$ cat src/rtl/losowanie_multi.sv
// Lottery block: draws DRAWS distinct values 1..RANGE on button presses.
// Optional macro LOSOWANIE_DISPLAY_EN prints each new result in simulation.
module losowanie_multi #(
    parameter int WIDTH = 4,
    parameter int RANGE = 10,
    parameter int DRAWS = 3,
    localparam int CW   = $clog2(DRAWS + 1)
) (
    input  logic             clock,
    input  logic             reset_,
    input  logic             mouse_pressed,
    input  logic             restart,
    output logic [WIDTH-1:0] result,
    output logic             result_valid,
    output logic [CW-1:0]    draw_count,
    output logic             busy,
    output logic             done
);

    typedef enum logic {IDLE, SEARCH} state_t;

    state_t             state_q, state_d;
    logic [WIDTH-1:0]   counter_q, counter_d;
    logic [WIDTH-1:0]   cand_q, cand_d;
    logic [RANGE-1:0]   drawn_q, drawn_d;
    logic [WIDTH-1:0]   result_q, result_d;
    logic               valid_q, valid_d;
    logic [CW-1:0]      cnt_q, cnt_d;
    logic               done_q, done_d;
    logic               press_q;
    logic               edge_w;
    logic               hit;

    assign edge_w = mouse_pressed & ~press_q;

    assign counter_d = (counter_q == WIDTH'(RANGE - 1)) ?
                       '0 : counter_q + WIDTH'(1);

    always_ff @(posedge clock) begin
        if (!reset_) begin
            state_q   <= IDLE;
            counter_q <= '0;
            cand_q    <= '0;
            drawn_q   <= '0;
            result_q  <= '0;
            valid_q   <= 1'b0;
            cnt_q     <= '0;
            done_q    <= 1'b0;
            press_q   <= 1'b1;
        end else begin
            state_q   <= state_d;
            counter_q <= counter_d;
            cand_q    <= cand_d;
            drawn_q   <= drawn_d;
            result_q  <= result_d;
            valid_q   <= valid_d;
            cnt_q     <= cnt_d;
            done_q    <= done_d;
            press_q   <= mouse_pressed;
        end
    end

    always_comb begin
        state_d  = state_q;
        cand_d   = cand_q;
        drawn_d  = drawn_q;
        result_d = result_q;
        valid_d  = 1'b0;
        cnt_d    = cnt_q;
        done_d   = done_q;
        hit      = 1'b0;
        for (int i = 0; i < RANGE; i++)
            if (cand_q == WIDTH'(i))
                hit = drawn_q[i];
        // restart wins over any press or probe in flight
        if (restart) begin
            drawn_d = '0;
            cnt_d   = '0;
            done_d  = 1'b0;
            state_d = IDLE;
        end else begin
            unique case (state_q)
                IDLE: begin
                    if (edge_w && !done_q) begin
                        cand_d  = counter_q;
                        state_d = SEARCH;
                    end
                end
                SEARCH: begin
                    if (!hit) begin
                        for (int i = 0; i < RANGE; i++)
                            if (cand_q == WIDTH'(i))
                                drawn_d[i] = 1'b1;
                        result_d = cand_q + WIDTH'(1);
                        valid_d  = 1'b1;
                        cnt_d    = cnt_q + CW'(1);
                        done_d   = (cnt_q + CW'(1) == CW'(DRAWS));
                        state_d  = IDLE;
                    end else begin
                        cand_d = (cand_q == WIDTH'(RANGE - 1)) ?
                                 '0 : cand_q + WIDTH'(1);
                    end
                end
                default: state_d = IDLE;
            endcase
        end
    end

    always_comb begin
        busy         = (state_q == SEARCH);
        result       = result_q;
        result_valid = valid_q;
        draw_count   = cnt_q;
        done         = done_q;
    end

`ifdef LOSOWANIE_DISPLAY_EN
    always_ff @(posedge clock) begin
        if (reset_ && valid_d)
            $display("wynik: %d", result_d);
    end
`else
`endif

endmodule
$ cat config.mk
export PLATFORM = sky130hd
export DESIGN_NAME = losowanie_multi
export DESIGN_NICKNAME = d
export VERILOG_FILES = /design/src/rtl/losowanie_multi.sv
export SDC_FILE = /design/constraint.sdc
export NUM_CORES = 1
export LEC_CHECK = 0
export BUFFER_PORTS_ARGS = -buffer_cell sky130_fd_sc_hd__buf_2
export CELL_PAD_IN_SITES_DETAIL_PLACEMENT = 1
export CELL_PAD_IN_SITES_GLOBAL_PLACEMENT = 2
export CORE_MARGIN = 5
export CORE_UTILIZATION = 39
export CTS_CLUSTER_DIAMETER = 80
export DETAILED_ROUTE_END_ITERATION = 8
export PLACE_DENSITY = 0.92
export SLEW_MARGIN = 10
export SYNTH_ARGS = -nofsm -noshare
export SYNTH_HDL_FRONTEND = slang
export SYNTH_SLANG_ARGS = --single-unit
$ cat constraint.sdc
create_clock -name clock -period 3.39 [get_ports clock]
set_clock_uncertainty 0.05 [all_clocks]
set_input_delay 0.1695 -clock clock [delete_from_list [all_inputs] [get_ports clock]]
set_output_delay 0.1695 -clock clock [all_outputs]
set_load 0.05 [all_outputs]
==> results of run 1 <==
-- registers in the layout, summed over array words and instances, names as in the netlist --
signal / cells
press_q: 1
drawn_q: 10
done: 1
result: 4
cand_q: 4
draw_count: 2
result_valid: 1
busy: 1
counter_q: 4
-- cell families after synthesis --
group / count (synthesis) / share of synthesized area, %
XOR/XNOR: 4 / 2.294
AND/OR/NAND/NOR: 61 / 20.07
multiplexers: 9 / 5.979
buffers and inverters: 17 / 5.979
flip-flops: 28 / 36.69
adder cells (fa/ha/maj): 7 / 5.733
AO/OA/AOI/OAI: 45 / 23.26
-- per-stage QoR --
step | cell area [sq um] | cells | setup WS [ns] | hold WS, ns
after floorplan | 1528 | 171 | 1.223 | 0.1925
after detailed placement | 1583 | 221 | 0.8966 | 0.3210
after CTS | 1638 | 225 | 0.8697 | 0.03702
after global routing | 1638 | 225 | 0.6584 | 0.02903
after global placement | 1583 | 221 | 1.077 | 0.3152
final | 1638 | 225 | 0.8564 | 0.03409
-- cells in the mapped netlist, types with 2 or more instances --
cell	instances
xnor2_1	2
nor2_1	20
nand2_1	14
nor3_1	3
mux2i_1	8
buf_4	2
buf_6	2
a21oi_1	13
ha_1	7
or3_1	2
a211o_1	3
a41oi_1	8
o211ai_1	3
nor3b_1	4
inv_1	7
nand3_1	3
o21a_1	2
a211oi_1	2
buf_2	4
dfxtp_1	28
clkbuf_1	2
nand2b_1	4
nand3b_1	2
nor2b_1	3
o21ai_0	2
xor2_1	2
-- power breakdown --
group	switching, mW	internal, mW
logic	0.0386	0.0231
registers	0.00797	0.335
clock network	0.106	0.104
-- worst reg2reg max path, delay by kind of cell, from the launching register on --
kind,cells,cell delay [ns]
DFF,1,0.47
and+or+nand+nor,1,0.32
AOI/OAI and AO/OA,3,0.90
muxes,1,0.22
adders and majority gates,1,0.50
-- final cells by class --
cell class / instances / area (sq um) / share of cell area, %
Multi-Input combinational cell: 126 / 875.8 / 53.48
Timing Repair Buffer: 12 / 60.06 / 3.667
Sequential cell: 28 / 560.5 / 34.22
Inverter: 7 / 26.28 / 1.604
Clock buffer: 4 / 55.05 / 3.361
Tap cell: 48 / 60.06 / 3.667
-- metal layers --
metal | track usage [%] | vias up | routed length, microns
li1 | - | 627 | -
met1 | 19.30 | 581 | 1693
met2 | 23.35 | 23 | 1603
met3 | 1.791 | 5 | 124
met4 | 5.123 | 0 | 44
met5 | 0 | - | 0
-- path summary, 6_finish.rpt --
kind / startpoint / endpoint / slack [ns]
worst max-delay path: cand_q[0] / result[2] / 0.86
worst min-delay path: mouse_pressed / press_q / 0.03
worst max register to register: cand_q[0] / result[2] / 0.86
worst min register to register: result[0] / result[0] / 0.42
==> metrics, run 1 <==
status completed; worst-path fanout max 14; core area 3716 sq um; Syn Area/Cell 8.934 sq um; unrepaired setup endpoints after global routing no; Final period util 74.74%; antenna cells 0; ys flop type dfxtp_1; setup_tns 0 ns; FILL cells 469; Synth area leaders dfxtp_1, ha_1, mux2i_1; Rel. slew slack 63.68%; Post-synth EDFFs 0; Post-Syn Area 1528 sq um; Rows 22; crit-path cells ha_1 > a21oi_1 > a211o_1 > a211oi_2 > or3_1 > mux2i_1; GRT Total Usage 14.30%; Hold-fix buffers, CTS 0; input/output buffers 12; family with the most delay on the worst path compound AO/OA/AOI/OAI gates; Period minus WS final 2.534 ns; final setup fails 0; grt ovf 0; PwrDens 375.2 nW/um^2; sequential-to-total area share from yosys stat 36.69%; I/O pin cnt 13; Async SR Flop Fraction 0%; Yosys top cell by area dfxtp_1; initial cell density of the core 41.11%; Pins Over Slew Limit 0; CTS buffer count 3; Pre-Repair DR Iteration Count 4; Post-Syn Nets 182; RD Place Congestion 0.8412; TritonCTS Sinks 28; Max clock buf depth 2; initial antenna violation count 0; synthesized flop and latch total 28; Final Net Count 189; actual slew at the worst max-slew pin 0.5448 ns; hold violation count in the final report 0; H-Tree Depth 1; kind of critical path reg2reg; die height 72.59 microns; DP Wirelength 2643 microns; Detailed Route WL 3466 microns; setup bufs post-CTS 0; CP endpoint kind flip-flop; vias per inst 5.493; VDD IR max 0.0001824 V; Final Core Density 44.07%; Highest Clock Rate 394.7 MHz; Syn. warnings 0; Worst-Skew Late Latency 0.28 ns; initial DRC count 37; commonest non-fill, non-tap cell in the layout dfxtp_1; vias in the first global route 1328; Hold Crit Depth 2; CTS Root Buffer Type clkbuf_8; area share of the largest cell type after synthesis 36.69%; area grow syn2layout 7.207%; reg2reg path depth 6; post-synthesis cell count 171; Vias 1236; CTS clk-pin slew, worst paths 0.09 ns; Critical Path Stages 6; Pwr Total 0.6146 mW; CTS tree done; ANT nets after route 0; critical path's slowest cell ha_1; PostCTS Resize Cnt 0; CP bufs+invs 0; Worst EP required 3.55 ns; Critical Path Source Type flip-flop; Leak 0.6112 nW; die area 5269 sq um; most frequent cells in the layout dfxtp_1, nor2_1, nand2_1, a21oi_1, buf_2; Crit path largest cell delay 0.50 ns; per-cell routed wire length 15.40 microns; DIE WIDTH 72.59 microns; synth unique cells 45; number of max-cap violations 0; first-pass GRT wire length 6016 microns; DRC Markers 0; share of layout cells above drive strength 1 15.82%; largest net degree at the start of global routing 17; WP data arrival 2.69 ns; Hold WC Path Type in2reg
(Power assumes the default switching activity.)
==> run 2, diff against run 1 <==
- CORE_UTILIZATION: 39 -> 36
- PLACE_DENSITY: 0.92 -> 0.86
- clock period: 3.39 -> 2.4 ns (I/O delays scaled with it)
==> run 2 against run 1 <==
Fmax grew 14%. First-iteration DRC count grew 11%. Setup slack lost 0.69 ns. Sequential cell count is the same. Critical endpoint is now cand_q[3]. Highest routed layer unchanged.
==> metrics, run 2 (same netlist as run 1, synthesis figures left out) <==
CP bufs+invs 1; critical path's slowest cell dfxtp_4; Rows 23; GRT Total Usage 14.82%; RD Place Congestion 0.8341; CTS clk-pin slew, worst paths 0.10 ns; status completed; CTS Root Buffer Type clkbuf_8; hold violation count in the final report 0; final setup fails 0; initial DRC count 41; Hold-fix buffers, CTS 0; Period minus WS final 2.229 ns; DRC Markers 0; ANT nets after route 0; number of flip-flops in the largest register 10; initial antenna violation count 0; Vias 1296; vias in the first global route 1355; VDD IR max 0.0002228 V; TritonCTS Sinks 28; Crit path largest cell delay 0.41 ns; register area 565.5 sq um; first-pass GRT wire length 6548 microns; Final period util 92.87%; CTS tree done; DP Wirelength 2719 microns; Final Net Count 195; family with the most delay on the worst path compound AO/OA/AOI/OAI gates; CTS buffer count 3; Highest Clock Rate 448.7 MHz; CP endpoint kind flip-flop; area grow syn2layout 12.37%; Worst EP required 2.57 ns; grt ovf 0; placed cell areas 1630 sq um; number of max-cap violations 0; worst-path fanout max 14; multi-input logic area 902.1 sq um; Hold WC Path Type in2reg; Leak 0.6427 nW; Detailed Route WL 3672 microns; Pre-Repair DR Iteration Count 4; setup_tns 0 ns; antenna cells 0; core area 4058 sq um; actual slew at the worst max-slew pin 0.5659 ns; die area 5647 sq um; crit-path cells inv_1 > ha_1 > nor3b_1 > o31a_1 > a211o_4 > a21oi_4 > mux2i_1; commonest non-fill, non-tap cell in the layout dfxtp_1; Final Core Density 42.31%; largest net degree at the start of global routing 17; most frequent cells in the layout dfxtp_1, nor2_1, nand2_1, a21oi_1, buf_2; WP data arrival 2.40 ns; input/output buffers 12; share of layout cells above drive strength 1 21.86%; initial cell density of the core 37.65%; Critical Path Source Type flip-flop; Pins Over Slew Limit 0; FILL cells 471; H-Tree Depth 1; unrepaired setup endpoints after global routing no; I/O pin cnt 13; kind of critical path reg2reg; DIE WIDTH 75.15 microns; Max clock buf depth 2; die height 75.15 microns; per-cell routed wire length 15.76 microns; Pwr Total 0.8867 mW; PwrDens 516.5 nW/um^2; Final Cell Area 1717 sq um; Worst-Skew Late Latency 0.28 ns; Largest Register drawn_q; vias per inst 5.562; Rel. slew slack 62.27%
[run 2: changes by cell type in the layout (fill, tap and decap cells not counted), sizes merged]
cell  delta
buf      +6
[run 2: path summary, 6_finish.rpt]
check             slack (ns)           from        end  cells past startpoint
setup / recovery        0.17      cand_q[0]  cand_q[3]                      7
hold / removal         0.001  mouse_pressed    press_q                      2
setup reg to reg        0.17      cand_q[0]  cand_q[3]                      7
hold reg to reg         0.42      result[0]  result[0]                      2
[run 2: worst reg2reg max path, cell delays in order (launching register included)]
cell	delay, ns
dfxtp_4	0.41
inv_1	0.09
ha_1	0.29
nor3b_1	0.17
o31a_1	0.33
a211o_4	0.41
a21oi_4	0.22
mux2i_1	0.19
[run 2: per-layer routing]
| metal | up-vias | global-route usage, % | share of wire (%) |
|---|---|---|---|
| met5 | - | 0 | 0 |
| met4 | 0 | 4.466 | 1.2 |
| met3 | 5 | 2.270 | 2.6 |
| met2 | 16 | 25.15 | 47 |
| met1 | 640 | 19.39 | 49 |
| li1 | 635 | - | - |
[run 2: per-stage QoR]
step	hold slack [ns]	std cells	setup WS, ns
final	0.001096	233	0.1711
after global routing	0.02051	233	0.01901
after CTS	0.007569	233	0.006759
after detailed placement	0.3001	229	-0.01239
after global placement	0.2647	229	0.07716
after floorplan	0.1430	171	0.2333
[run 2: final cells by class]
cell class	count	share of cell area, %
multi-input combinational	126	52.55
sequential	28	32.94
timing repair buffer	18	6.122
tap	50	3.644
clock buffer	4	3.207
inverter	7	1.531
[run 2: repair_timing]
action,CTS,global route
buffers inserted,0,0
resized for setup,2,7
pin swaps,0,1
setup endpoints to repair,8,17
gates cloned,0,0
[run 2: power breakdown]
group	total, mW	internal (mW)	switching (mW)
clock	0.307	0.147	0.159
sequential	0.484	0.473	0.0107
combinational	0.0964	0.0377	0.0588
==> run 3, diff against run 2 <==
- CORE_UTILIZATION: 36 -> 38
- CTS_BUF_LIST: not set -> sky130_fd_sc_hd__clkbuf_8
- PLACE_DENSITY: 0.86 -> not set
- PLACE_DENSITY_LB_ADDON: not set -> 0.1
==> run 3 against run 2 <==
Non-clock buffer count increased by 3. Setup slack got worse by 0.024 ns. Clock power decreased by 16%. Global-route usage increased by 0.55 points. Final area decreased by 0.36%. Hold slack improved by 0.019 ns. Via count decreased by 0.62%. Largest cell class unchanged. Largest power group unchanged.
==> metrics, run 3 (same netlist as run 1, synthesis figures left out) <==
RD Place Congestion 0.8324; DIE WIDTH 73.41 microns; setup_tns 0 ns; Period minus WS final 2.253 ns; first-pass GRT wire length 6527 microns; CTS tree done; Vias 1288; antenna cells 0; number of max-cap violations 0; unrepaired setup endpoints after global routing no; share of layout cells above drive strength 1 21.62%; reg2reg path depth 7; Reg-to-Reg Start cand_q[1]; Worst Setup SP cand_q[1]; Max clock buf depth 2; most frequent cells in the layout dfxtp_1, nor2_1, nand2_1, a21oi_1, buf_2; commonest non-fill, non-tap cell in the layout dfxtp_1; vias in the first global route 1320; status completed; CP bufs+invs 1; CTS Root Buffer Type clkbuf_8; CP endpoint kind flip-flop; Final Net Count 198; kind of critical path reg2reg; Hold WC Path Type in2reg; input/output buffers 12; family with the most delay on the worst path compound AO/OA/AOI/OAI gates; Worst EP required 2.55 ns; Rel. slew slack 63.34%; reg2reg end cand_q[3]; crit-path cells inv_1 > ha_2 > nand3b_1 > a211o_1 > a211o_4 > a21oi_4 > mux2i_1; Highest Clock Rate 443.9 MHz; per-cell routed wire length 16.18 microns; CTS buffer count 3; CTS clk-pin slew, worst paths 0.09 ns; critical path endpoint cand_q[3]; critical path's slowest cell a211o_4; H-Tree Depth 1; initial antenna violation count 0; PwrDens 491.0 nW/um^2; hold violation count in the final report 0; initial cell density of the core 38.75%; Final period util 93.87%; core area 3943 sq um; Critical Path Source Type flip-flop; grt ovf 0; Crit path largest cell delay 0.45 ns; Leak 0.6484 nW; Pre-Repair DR Iteration Count 3; vias per inst 5.481; VDD IR max 0.0002458 V; final setup fails 0; area grow syn2layout 11.96%; ANT nets after route 0; Detailed Route WL 3802 microns; TritonCTS Sinks 28; Largest Register drawn_q; number of flip-flops in the largest register 10; DRC Markers 0; Pins Over Slew Limit 0; I/O pin cnt 13; GRT Total Usage 15.37%; DP Wirelength 2956 microns; R2R Setup Slk 0.15 ns; WP data arrival 2.41 ns; Worst-Skew Late Latency 0.27 ns; actual slew at the worst max-slew pin 0.5499 ns; setup bufs post-CTS 0; worst-path fanout max 14; largest net degree at the start of global routing 17; die area 5388 sq um; Critical Path Stages 7; die height 73.41 microns; initial DRC count 62; Hold WS 0.02022 ns; Rows 23
[run 3: per-layer routing]
layer	GRT usage, %	up-vias	wire (microns)
met2	26.12	15	1822
met5	0	-	0
met3	2.326	2	99
li1	-	637	-
met1	20.50	634	1858
met4	3.421	0	22
[run 3: repair_timing]
item | in CTS | in global routing
setup endpoints to repair | 0 | 16
hold endpoints to repair | 0 | 0
hold buffers | 0 | 0
resized for setup | 0 | 5
[run 3: where the power goes]
group | leakage, nW | internal [mW] | switching (mW)
Combinational | 0.400 | 0.0384 | 0.0611
Sequential | 0.227 | 0.473 | 0.00974
Clock | 0.0216 | 0.113 | 0.145
[run 3: worst min path at each step]
stage                       start  endpoint  slack [ns]  cells past startpoint
floorplan                  reset_   press_q        0.14                      1
global route        mouse_pressed   press_q        0.03                      2
detailed placement  mouse_pressed   press_q        0.31                      2
finish              mouse_pressed   press_q        0.02                      2
global placement    mouse_pressed   press_q        0.27                      2
CTS                 mouse_pressed   press_q        0.03                      2
[run 3: area by class of cell]
type | count | area, sq um
flip-flops and latches | 28 | 561.8
multi-input cells | 126 | 890.9
fillers | 461 | 2232
repair buffers | 21 | 127.6
well taps | 50 | 62.56
clock buffers | 3 | 41.29
inverters | 7 | 26.28
[run 3: worst reg2reg max path: cells and delay by family, from the launching register on]
kind | cells | cell delay, ns
fa+ha+maj | 1 | 0.26
buf+inv | 1 | 0.12
compound gates | 3 | 0.98
flops | 1 | 0.41
mux | 1 | 0.19
simple gates | 1 | 0.18
[run 3: stage by stage]
| step | power, mW | setup WS (ns) | area, sq um | instances | util, % |
|---|---|---|---|---|---|
| 6_report | 0.8398 | 0.1470 | 1710 | 235 | 43.38 |
| 5_1_grt | 0.8829 | 0.004048 | 1710 | 235 | 43.38 |
| 4_1_cts | 0.8444 | 0.01961 | 1694 | 235 | 42.97 |
| 3_5_place_dp | 0.5911 | 0.05397 | 1653 | 232 | 41.92 |
| 3_3_place_gp | 0.5889 | 0.08476 | 1653 | 232 | 41.92 |
| 2_1_floorplan | 0.5630 | 0.2333 | 1528 | 171 | - |
